`config.mk`:
```
export PLATFORM = sky130hd
export DESIGN_NAME = mem_arbiter
export DESIGN_NICKNAME = d
export VERILOG_FILES = /design/src/rtl/mem_arb_pkg.sv /design/src/rtl/mem_arb_rr.sv /design/src/rtl/mem_arbiter.sv
export SDC_FILE = /design/constraint.sdc
export NUM_CORES = 1
export LEC_CHECK = 0
export BUFFER_PORTS_ARGS = -buffer_cell sky130_fd_sc_hd__buf_4
export CAP_MARGIN = 20
export CELL_PAD_IN_SITES_DETAIL_PLACEMENT = 2
export CELL_PAD_IN_SITES_GLOBAL_PLACEMENT = 2
export CORE_ASPECT_RATIO = 1.2
export CORE_UTILIZATION = 27
export CTS_CLUSTER_SIZE = 14
export DETAILED_ROUTE_END_ITERATION = 8
export GPL_ROUTABILITY_DRIVEN = 0
export MAX_ROUTING_LAYER = met4
export PLACE_DENSITY = 0.77
export SETUP_SLACK_MARGIN = 0.3
export SYNTH_ARGS = -nofsm -noshare
export SYNTH_HDL_FRONTEND = slang
export SYNTH_HIERARCHICAL = 1
export SYNTH_SLANG_ARGS = --single-unit
```
`constraint.sdc`:
```
create_clock -name clk -period 1.45 [get_ports clk]
set_input_delay 0.145 -clock clk [delete_from_list [all_inputs] [get_ports clk]]
set_output_delay 0.145 -clock clk [all_outputs]
set_load 0.01 [all_outputs]
```
`src/rtl/mem_arb_pkg.sv`:
```
// Shared types and constants for the two-port RAM arbiter.
// The optional performance counters are sized by CNT_W.
package mem_arb_pkg;

  typedef enum logic [1:0] {
    IDLE   = 2'd0,
    ACCESS = 2'd1,
    WAIT   = 2'd2,
    DONE   = 2'd3
  } arb_state_t;

  typedef enum logic {
    OWN_CPU = 1'b0,
    OWN_IO  = 1'b1
  } owner_t;

  localparam int CNT_W = 16;

  // Saturating increment used by the optional performance counters.
  function automatic logic [CNT_W-1:0] satInc(input logic [CNT_W-1:0] value);
    return (value == {CNT_W{1'b1}}) ? value : value + 1'b1;
  endfunction

endpackage

```
`src/rtl/mem_arb_rr.sv`:
```
// Combinational round-robin picker for the cpu and io requesters.
// On a tie the requester that did not own the RAM last time wins.
module mem_arb_rr
  import mem_arb_pkg::*;
(
  input  logic   cpu_req,
  input  logic   io_req,
  input  owner_t last_owner,
  output logic   valid,
  output owner_t winner
);

  always_comb begin
    valid  = cpu_req | io_req;
    winner = OWN_CPU;
    if (cpu_req && io_req) begin
      winner = (last_owner == OWN_CPU) ? OWN_IO : OWN_CPU;
    end else if (io_req) begin
      winner = OWN_IO;
    end
  end

endmodule

```
`src/rtl/mem_arbiter.sv`:
```
// Arbitrates the single-port data RAM between the cpu data path and the io port.
// Define MEM_ARB_PERF_EN to add saturating transaction and conflict counters.
module mem_arbiter
  import mem_arb_pkg::*;
#(
  parameter int ADDR_W = 8,
  parameter int DATA_W = 32,
  parameter int RD_LAT = 2
) (
  input  logic              clk,
  input  logic              rst_n,

  input  logic              cpu_req,
  input  logic              cpu_we,
  input  logic [ADDR_W-1:0] cpu_addr,
  input  logic [DATA_W-1:0] cpu_wdata,
  output logic              cpu_gnt,
  output logic              cpu_done,
  output logic [DATA_W-1:0] cpu_rdata,

  input  logic              io_req,
  input  logic              io_we,
  input  logic [ADDR_W-1:0] io_addr,
  input  logic [DATA_W-1:0] io_wdata,
  output logic              io_gnt,
  output logic              io_done,
  output logic [DATA_W-1:0] io_rdata,

  output logic              mem_en,
  output logic              mem_we,
  output logic [ADDR_W-1:0] mem_addr,
  output logic [DATA_W-1:0] mem_wdata,
  input  logic [DATA_W-1:0] mem_rdata,

  output logic              busy
`ifdef MEM_ARB_PERF_EN
  ,
  output logic [CNT_W-1:0]  cpu_cnt,
  output logic [CNT_W-1:0]  io_cnt,
  output logic [CNT_W-1:0]  conflict_cnt
`endif
);

  localparam logic [1:0] StIdle   = IDLE;
  localparam logic [1:0] StAccess = ACCESS;
  localparam logic [1:0] StWait   = WAIT;
  localparam logic [1:0] StDone   = DONE;

  // WAIT runs RD_LAT cycles after ACCESS so the capture lines up with mem_rdata.
  localparam logic [2:0] LatInit = 3'(RD_LAT - 1);

  logic [1:0]        state;
  owner_t            owner;
  owner_t            lastOwner;
  logic              capWe;
  logic [ADDR_W-1:0] capAddr;
  logic [DATA_W-1:0] capWdata;
  logic [2:0]        latCnt;
  logic              arbValid;
  owner_t            arbWinner;
  logic              inAccess;
  logic              inDone;

  mem_arb_rr uRr (
    .cpu_req    (cpu_req),
    .io_req     (io_req),
    .last_owner (lastOwner),
    .valid      (arbValid),
    .winner     (arbWinner)
  );

  always_ff @(posedge clk or negedge rst_n) begin
    if (!rst_n) begin
      state     <= StIdle;
      owner     <= OWN_CPU;
      lastOwner <= OWN_IO;
      capWe     <= 1'b0;
      capAddr   <= '0;
      capWdata  <= '0;
      latCnt    <= '0;
      cpu_rdata <= '0;
      io_rdata  <= '0;
    end else begin
      case (state)
        StIdle: begin
          if (arbValid) begin
            owner     <= arbWinner;
            lastOwner <= arbWinner;
            if (arbWinner == OWN_CPU) begin
              capWe    <= cpu_we;
              capAddr  <= cpu_addr;
              capWdata <= cpu_wdata;
            end else begin
              capWe    <= io_we;
              capAddr  <= io_addr;
              capWdata <= io_wdata;
            end
            state <= StAccess;
          end
        end
        StAccess: begin
          if (capWe) begin
            state <= StDone;
          end else begin
            latCnt <= LatInit;
            state  <= StWait;
          end
        end
        StWait: begin
          if (latCnt == 3'd0) begin
            if (owner == OWN_CPU) begin
              cpu_rdata <= mem_rdata;
            end else begin
              io_rdata <= mem_rdata;
            end
            state <= StDone;
          end else begin
            latCnt <= latCnt - 3'd1;
          end
        end
        default: begin
          state <= StIdle;
        end
      endcase
    end
  end

  assign inAccess  = (state == StAccess);
  assign inDone    = (state == StDone);
  assign busy      = (state != StIdle);
  assign cpu_gnt   = busy && (owner == OWN_CPU);
  assign io_gnt    = busy && (owner == OWN_IO);
  assign cpu_done  = inDone && (owner == OWN_CPU);
  assign io_done   = inDone && (owner == OWN_IO);
  assign mem_en    = inAccess;
  assign mem_we    = inAccess && capWe;
  assign mem_addr  = inAccess ? capAddr : '0;
  assign mem_wdata = inAccess ? capWdata : '0;

`ifdef MEM_ARB_PERF_EN
  // Completions count in DONE; conflicts count only when a tie is arbitrated.
  always_ff @(posedge clk or negedge rst_n) begin
    if (!rst_n) begin
      cpu_cnt      <= '0;
      io_cnt       <= '0;
      conflict_cnt <= '0;
    end else begin
      if (cpu_done) begin
        cpu_cnt <= satInc(cpu_cnt);
      end
      if (io_done) begin
        io_cnt <= satInc(io_cnt);
      end
      if ((state == StIdle) && cpu_req && io_req) begin
        conflict_cnt <= satInc(conflict_cnt);
      end
    end
  end
`endif

endmodule

```
Word level (Yosys, flattened, before mapping)
Cells that the tools add are included.
{"block": "classes", "muxes": 15, "add_sub_neg": 1, "n_reduce_logical": 15, "bitwise_logic": 2, "eq_ne": 7}
{"operator": "$mux 32", "n": 2}
{"operator": "$mux 8", "n": 2}
{"operator": "$reduce_and 3->1", "n": 3}
{"operator": "$ne 2x2->1 const B", "n": 4}
{"operator": "$logic_and 1x1->1", "n": 6}
{"operator": "$mux 3", "n": 2}
{"operator": "$pmux 2 s3", "n": 1}
{"operator": "$pmux 3 s2", "n": 1}
{"operator": "$mux 1", "n": 5}
{"operator": "$eq 2x2->1 const B", "n": 2}
{"operator": "$mux 2", "n": 2}
{"operator": "$reduce_and 2->1", "n": 2}
{"operator": "$reduce_bool 2->1", "n": 2}
{"operator": "$logic_not 3->1", "n": 1}
{"operator": "$sub 3x1->3 const B", "n": 1}
{"operator": "$eq 2x1->1 const B", "n": 1}
{"operator": "$logic_not 2->1", "n": 1}
{"operator": "$not 1->1", "n": 1}
{"operator": "$or 1x1->1", "n": 1}
{"block": "totals", "register_bits": 112, "word_cells": 49}

Longest topological paths before layout
Gate-level depths: netlist of the first run.
{"block": "depth", "ltp_word": 3, "mapped_depth": 8, "mapped_depth_nobuf": 6}

Modules after synthesis
The synthesis of the first run kept the hierarchy.
{"module": "mem_arbiter", "seq_area_each_um2": 2803.9, "n_inst": 1, "area_per_inst_um2": 5211.2, "cells_each": 403}
{"module": "mem_arb_rr", "seq_area_each_um2": 0.0, "n_inst": 1, "area_per_inst_um2": 13.8, "cells_each": 2}

Least setup slack after synthesis of the first run
No wires, ideal clock.
{"block": "synth_path", "path_type": "reg-to-reg", "start": "reg state[0]", "end": "reg state[0]", "path_buffers": 0, "setup_ns": 0.125, "path_stages_with_launch": 6, "arrival_time_ns": 1.423, "slack_ns": -0.098, "t_required_ns": 1.325, "synth_period_minus_slack_ns": 1.548, "cell_sequence": "dfrtp_1 -> inv_1 -> ha_1 -> inv_1 -> o22ai_1 -> mux2_2"}
{"block": "synth_via", "elab_chain_cells": 3}
{"element": "start: declaration", "line": "mem_arbiter.sv:52", "text": "logic [1:0] state;"}
{"element": "start signal: assignment", "line": "mem_arbiter.sv:74", "text": "state <= StIdle;"}
{"element": "start signal: assignment", "line": "mem_arbiter.sv:98", "text": "state <= StAccess;"}
{"element": "start signal: assignment", "line": "mem_arbiter.sv:103", "text": "state <= StDone;"}
{"element": "$eq 2x2->1 / $logic_not 2->1 (equally long branches)", "line": "mem_arbiter.sv:84", "text": "case (state)"}
{"element": "$ne 2x2->1 (no line)"}
{"element": "$reduce_and 2->1 (no line)"}
Several ways; a longest one is shown, not always the timed one.
A chain may end at the register's enable or synchronous reset.

Worst setup path after layout of the first run
{"block": "layout_path", "start": "reg state[0]", "end": "out mem_wdata[17]"}
{"block": "layout_via", "elab_chain_cells": 2}
{"element": "$eq 2x1->1", "line": "mem_arbiter.sv:128", "text": "assign inAccess = (state == StAccess);"}
{"element": "$mux 32", "line": "mem_arbiter.sv:138", "text": "assign mem_wdata = inAccess ? capWdata : '0;"}
{"element": "end: declaration", "line": "mem_arbiter.sv:32", "text": "output logic [DATA_W-1:0] mem_wdata,"}
Every way passes these cells.

==> reports/qor.txt, run 1 <==
Run status - complete, but fails checks
Violations in the final reports - negative setup slack
Number of nets at the end of the flow - 831
Cell Pwr Density - 2280 nW/µm²
Number of iterations in the first detailed-routing pass - 4
Total count of hold-check failures in the final report - 0
Synth Flop Type - dfrtp_1
Area added between synthesis and finish - 77.7%
Number of synthesized flops with an enable pin - 0
Worst Setup EP - mem_wdata[17]
Number of buffers inserted during clock tree synthesis - 9
Number of max-cap violations - 0
Top cell type's share of synthesized area - 53.2%
Share of final-layout standard cells stronger than drive strength 1 - 70.6%
CP required - 1.31 ns
Max-Slew Margin vs Limit - 69.1%
Flop-to-flop setup slack - -0.27 ns
Core box area - 18,900 µm²
Crit path arrival time - 1.60 ns
Final critical-path required period - 1.74 ns
Leading post-synthesis cells by cell area - dfrtp_1 (53%), mux2_4 (17%), mux2i_1 (8.2%)
Logic pwr share - 59.2%
Cell area reported after detailed placement - 7640 µm²
Global-route total usage across every layer - 21.6%
Placed Cells incl. Taps - 893
Average cell area after synthesis - 12.9 µm²
Synthesized Nets - 529
Antenna Nets Post-Route - 0
Sinks on Clock Net - 112
Proportion of power drawn by flip-flops and latches - 27.9%
Die X-Extent - 129 µm
Worst Hold Class - input port to flop
CP startpoint - state[0]
Critical Path End Type - output pin
Cells on Worst Hold Path - 2
Share of power burned in the clock network - 13.0%
I/O pin cnt - 229
FF-to-FF End - io_rdata[7]
Most frequent cell after synthesis - dfrtp_1
Net switching power - 0.00746 W
Internal power contribution - 0.0137 W
Initial Utilization - 27.6%
Seq cells post-synth - 112
Insertion delay to the later sink of the worst-skew pair - 0.36 ns
1st-iter DRT viols - 92
Overall die area - 19,900 µm²
Cell area after technology mapping - 5230 µm²
Antenna violations before repair - 0
Number of buffer cells added on primary ports - 228
Reported leakage power - 4.56 nW
Cell area after layout - 9280 µm²
Fin. max-slew vios - 0
Total length of routed wires - 21,100 µm
CTS tree - done
Vert. Die Dim - 154 µm
Final setup violation count - 159
Kind of start point of the critical path - flop
Via/cell ratio - 4.60
Standard-cell row count - 55
Diodes inserted - 0
Routed length on met2 - 11,200 µm
Post-CTS clock slew at the launch and capture registers of the worst setup and hold paths - 0.08 ns
RSZ-0062 raised after global routing - yes
Largest buffer count on any clock path - 2
Count of unique library cells instantiated by Yosys - 24
Async set or reset register ratio after synthesis - 100%
Startpoint of the most critical register-to-register path - latCnt[1]
Slew at the pin closest to its max-slew limit - 0.463 ns
Via count - 4,450
Post-route fraction of the period consumed by the critical path - 120%
Reg2Reg Depth - 8
Final worst slack - -0.291 ns
Worst IR drop on VDD - 684 µV
Met3 wire length - 1780 µm
Switching fraction of total power - 35.3%
Pre-CTS setup slack - -0.142 ns
Non-Filler Instances - 968
Tightest hold margin - 0.0249 ns
Drc violations - 0
Maximum net fanout on the critical path - 9
Maximum clock skew at final layout - 0.0122 ns
Total number of H-tree levels - 3
Overall power - 0.0211 W
Number of global-route vias before repair - 5,122
Top cells by count, synth - dfrtp_1 (111), mux2_4 (60), mux2i_1 (43), nor2_1 (43), and2_1 (42)
Synthesized instance count - 405
Yosys warnings - 6
Top routing layer in use - met4
Maximum clock rate - 574 MHz
HPWL Detailed - 13,200 µm
Worst Path Class, Setup - flop to output pin
Detailed-routing wirelength on met1 - 7730 µm
Sequential fraction of the synthesis area - 53.7%
Largest net degree at the start of global routing - 36
Routed length per placed instance - 21.8 µm
Clock tree root buffer cell - clkbuf_16
Cell type with the largest total area after synthesis - dfrtp_1
Total gr overflow - 0
First-pass GRT wire length - 30,700 µm
routing by layer:
| metal | GRT usage (%) | up-vias |
|---|---|---|
| met5 | - | - |
| met4 | 6.72 | 0 |
| met3 | 6.02 | 22 |
| met2 | 38.7 | 201 |
| met1 | 22.6 | 2247 |
| li1 | - | 1980 |
through the flow:
stage / util, % / TNS [ns]
finish: 49.1 / -32.16
global placement: 40.4 / -2.66
floorplan: - / 0
global route: 49.1 / -39.98
detailed placement: 40.4 / -6.98
CTS: 47.1 / -25.47
flip-flops by register name (all words and copies together), names as in the netlist:
name       flops
capAddr        8
capWe          1
lastOwner      1
owner          1
capWdata      32
cpu_rdata     32
io_rdata      32
state          2
latCnt         3
power by group through the flow:
stage	Sequential [W]	Clock, W	Combinational, W
after floorplan	0.00592	0	0.00455
after global placement	0.00562	0	0.00854
after detailed placement	0.00579	0	0.00893
after CTS	0.00578	0.00282	0.0113
after global routing	0.00605	0.00292	0.0133
final	0.00589	0.00274	0.0125
final cells by class:
| class | instances | area [µm²] |
|---|---|---|
| clock inverters | 6 | 85.1 |
| repair buffers | 316 | 3170 |
| clock buffers | 10 | 239 |
| well taps | 256 | 320 |
| fillers | 1799 | 9640 |
| inverters | 10 | 45.0 |
| flip-flops and latches | 112 | 2810 |
| multi-input cells | 258 | 2620 |
cells in the final DEF, fill, tap and decap left out, drive strengths merged:
cell type    count
nand2            4
or2              1
clkinvlp         1
clkinv           1
dlygate4sd3      1
nand3            3
a21oi           41
ha               6
bufinv           1
dfrtp          111
and2            42
nor2b            1
inv             13
bufbuf           4
o21ai            2
a31oi            1
buf            309
dfstp            1
o22ai            1
nor2            43
mux2i           43
clkbuf          12
mux2            67
nand2b           2
a21boi           1
how the worst min path moves through the flow:
stage / slack [ns] / to / startpoint
final: 0.02 / io_rdata[5] / mem_rdata[5]
after CTS: 0.009 / io_rdata[0] / mem_rdata[0]
after global routing: 0.02 / cpu_rdata[5] / mem_rdata[5]
after detailed placement: 0.13 / io_rdata[12] / rst_n
after floorplan: -0.15 / capAddr[0] / rst_n
after global placement: 0.13 / io_rdata[12] / rst_n
critical path, cell delays in order (launching register included):
cell and delay (ns):
dfrtp_1 0.40, buf_6 0.13, ha_4 0.21, clkbuf_16 0.18, and2_1 0.16, buf_4 0.14
repair_timing:
item / CTS / global route
endpoints found under the hold margin: 24 / 0
hold buffers: 1 / 0
gates cloned: 13 / 3
buffers inserted: 34 / 8
pin swaps: 12 / 17
resized for setup: 78 / 79
endpoints found under the setup margin: 159 / 159
kinds of logic (layout without fill, tap and decap cells):
| group | Yosys count | count (layout) | share of synthesized area [%] |
|---|---|---|---|
| adders and majority gates | 6 | 6 | 1.44 |
| muxes | 110 | 110 | 27.0 |
| and+or+nand+nor | 96 | 96 | 9.65 |
| buffers and inverters | 35 | 342 | 3.76 |
| AOI/OAI and AO/OA | 46 | 46 | 4.50 |
| DFF | 112 | 112 | 53.7 |
Note: power is estimated with default switching activity, not from simulation.
==> run 2: changes to the inputs <==
--- a/config.mk
+++ b/config.mk
@@ -17,6 +17,7 @@
 export MAX_ROUTING_LAYER = met4
 export PLACE_DENSITY = 0.77
 export SETUP_SLACK_MARGIN = 0.3
+export SLEW_MARGIN = 20
 export SYNTH_ARGS = -nofsm -noshare
 export SYNTH_HDL_FRONTEND = slang
 export SYNTH_HIERARCHICAL = 1
==> constraint.sdc (replaced) <==
create_clock -name clk -period 1.45 [get_ports clk]
set_input_delay 0.29 -clock clk [delete_from_list [all_inputs] [get_ports clk]]
set_output_delay 0.29 -clock clk [all_outputs]
set_load 0.01 [all_outputs]
==> run 2 against run 1 <==
The flow still finishes with violations (negative setup slack). Cell area rose by 6.3%. Hold slack improved by 0.14 ns. Largest power group unchanged. Critical path depth decreased by 1. Maximum frequency decreased by 3.3%. Sequential share of layout area shrank 1.8 points. Sequential power grew 7.5%. Via count up 2.9%. Flip-flop and latch count stayed put.
==> reports/qor.txt, run 2 (synthesis gave the netlist of run 1 again) <==
Die X-Extent - 129 µm (unchanged)
Core box area - 18,900 µm² (unchanged)
Run status - complete, but fails checks (unchanged)
Total gr overflow - 0 (unchanged)
Number of iterations in the first detailed-routing pass - 4 (unchanged)
Antenna Nets Post-Route - 0 (unchanged)
Worst Hold Class - input port to flop (unchanged)
Maximum clock rate - 555 MHz (was 574 MHz)
Number of nets at the end of the flow - 882 (was 831)
Maximum net fanout on the critical path - 11 (was 9)
HPWL Detailed - 12,900 µm (was 13,200 µm)
Fin. max-slew vios - 0 (unchanged)
Clock tree root buffer cell - clkbuf_16 (unchanged)
Drc violations - 0 (unchanged)
Violations in the final reports - negative setup slack (unchanged)
Tightest hold margin - 0.161 ns (was 0.0249 ns)
Net switching power - 0.00851 W (was 0.00746 W)
Final critical-path required period - 1.80 ns (was 1.74 ns)
Pre-CTS setup slack - -0.229 ns (was -0.142 ns)
RSZ-0062 raised after global routing - yes (unchanged)
Highest-count cells in the layout ignoring fill and taps - buf_4 (230), dfrtp_1 (110), buf_6 (102) (was buf_4 (211), dfrtp_1 (110), buf_6 (71))
Cell Pwr Density - 2350 nW/µm² (was 2280 nW/µm²)
Antenna violations before repair - 1 (was 0)
Final setup violation count - 159 (unchanged)
Count of filler cells inserted in the layout - 1,806 (was 1,799)
Largest net degree at the start of global routing - 35 (was 36)
Number of max-cap violations - 0 (unchanged)
Global-route total usage across every layer - 21.3% (was 21.6%)
Slowest library cell on the worst path - dfrtp_2 (was dfrtp_1)
Via/cell ratio - 4.49 (was 4.60)
Total count of hold-check failures in the final report - 0 (unchanged)
Internal power contribution - 0.0147 W (was 0.0137 W)
Max-Slew Margin vs Limit - 67.8% (was 69.1%)
Reported leakage power - 4.85 nW (was 4.56 nW)
Sinks on Clock Net - 112 (unchanged)
Chain of cells forming the critical path - ha_4 > buf_8 > and2_4 > buf_4 (was buf_6 > ha_4 > clkbuf_16 > and2_1 > buf_4)
Crit path arrival time - 1.51 ns (was 1.60 ns)
Worst IR drop on VDD - 703 µV (was 684 µV)
Via count - 4,579 (was 4,450)
Logic pwr share - 61.4% (was 59.2%)
Initial Utilization - 27.6% (unchanged)
Number of global-route vias before repair - 5,192 (was 5,122)
Total length of routed wires - 23,900 µm (was 21,100 µm)
Number of buffers inserted during clock tree synthesis - 9 (unchanged)
Routed length per placed instance - 23.4 µm (was 21.8 µm)
Proportion of power drawn by flip-flops and latches - 27.3% (was 27.9%)
Registers with the most flip-flops - capWdata: 32 flops, cpu_rdata: 32 flops, io_rdata: 32 flops (unchanged)
Share of power burned in the clock network - 11.3% (was 13.0%)
Critical Path End Type - output pin (unchanged)
Final worst slack - -0.351 ns (was -0.291 ns)
Share of final-layout standard cells stronger than drive strength 1 - 76.3% (was 70.6%)
Most common cell after layout, fill and taps aside - buf_4 (unchanged)
Switching fraction of total power - 36.7% (was 35.3%)
Kind of start point of the critical path - flop (unchanged)
Cells on Worst Hold Path - 2 (unchanged)
First-pass GRT wire length - 30,500 µm (was 30,700 µm)
Overall die area - 19,900 µm² (unchanged)
Combined area of the multi-input logic cells - 2810 µm² (was 2620 µm²)
Total number of H-tree levels - 3 (unchanged)
Area added between synthesis and finish - 89.0% (was 77.7%)
Insertion delay to the later sink of the worst-skew pair - 0.37 ns (was 0.36 ns)
Slew at the pin closest to its max-slew limit - 0.484 ns (was 0.463 ns)
CTS tree - done (unchanged)
Maximum clock skew at final layout - 0.0160 ns (was 0.0122 ns)
Largest buffer count on any clock path - 2 (unchanged)
Worst Path Class, Setup - flop to output pin (unchanged)
I/O pin cnt - 229 (unchanged)
Reg2Reg Depth - 7 (was 8)
Post-CTS clock slew at the launch and capture registers of the worst setup and hold paths - 0.09 ns (was 0.08 ns)
Vert. Die Dim - 154 µm (unchanged)
Standard-cell row count - 55 (unchanged)
1st-iter DRT viols - 100 (was 92)
Sequential standard cell area - 2810 µm² (unchanged)
Post-route fraction of the period consumed by the critical path - 124% (was 120%)
Delay contributed by the slowest stage of the critical path - 0.48 ns (was 0.40 ns)
CP required - 1.16 ns (was 1.31 ns)
Number of buffer cells added on primary ports - 228 (unchanged)
run 2: through the flow:
| step | instance area, µm² | setup TNS, ns | utilization [%] | cells | power, W |
|---|---|---|---|---|---|
| global placement | 7810 | -6.98 | 41.3 | 898 | 0.0147 |
| finish | 9870 | -46.61 | 52.2 | 1020 | 0.0232 |
| detailed placement | 7810 | -12.45 | 41.3 | 898 | 0.0152 |
| floorplan | 5610 | 0 | - | 405 | 0.0110 |
| CTS | 9080 | -37.76 | 48.0 | 974 | 0.0204 |
| global route | 9870 | -53.33 | 52.2 | 1020 | 0.0243 |
run 2: layer usage:
| metal | GRT usage, % | vias up | part of all wire, % |
|---|---|---|---|
| met2 | 38.8 | 206 | 55 |
| met1 | 22.6 | 2272 | 36 |
| li1 | - | 2078 | - |
| met3 | 5.78 | 23 | 7.2 |
| met5 | - | - | 0 |
| met4 | 5.10 | 0 | 1.4 |
run 2: final cells by class:
cell class / instances / area share, %
Antenna cell: 1 / 0.0253
Clock buffer: 9 / 2.28
Clock inverter: 7 / 0.773
Inverter: 10 / 0.406
Multi-Input combinational cell: 259 / 28.5
Sequential cell: 112 / 28.4
Tap cell: 256 / 3.24
Timing Repair Buffer: 366 / 36.4
run 2: power by group through the flow:
stage / Sequential [W] / Combinational [W] / Clock (W)
4_1_cts: 0.00590 / 0.0119 / 0.00261
3_5_place_dp: 0.00583 / 0.00940 / 0
2_1_floorplan: 0.00597 / 0.00506 / 0
3_3_place_gp: 0.00566 / 0.00907 / 0
5_1_grt: 0.00648 / 0.0151 / 0.00278
6_report: 0.00633 / 0.0142 / 0.00261
run 2: worst max-delay path, delay by kind of cell (launching register included):
kind / cells / cell delay [ns]
flip-flops: 1 / 0.48
buffers and inverters: 2 / 0.29
adder cells (fa/ha/maj): 1 / 0.22
AND/OR/NAND/NOR: 1 / 0.15
run 2: final timing paths:
| path | endpoint | from | slack (ns) |
|---|---|---|---|
| setup / recovery | mem_wdata[19] | state[0] | -0.35 |
| hold / removal | cpu_rdata[3] | mem_rdata[3] | 0.16 |
| setup reg to reg | io_rdata[21] | state[1] | -0.33 |
| hold reg to reg | lastOwner | lastOwner | 0.51 |
| max in group asynchronous | cpu_rdata[31] | rst_n | 0.41 |
| min in group asynchronous | io_rdata[18] | rst_n | 0.47 |
run 2: what timing repair did:
action                                 CTS  global route
setup buffers                           55            37
endpoints found under the hold margin   22             0
resized for setup                      112            79
pin swaps                                6             2
gates cloned                             4             8
setup endpoints to repair              223           223
hold buffers                             1             0
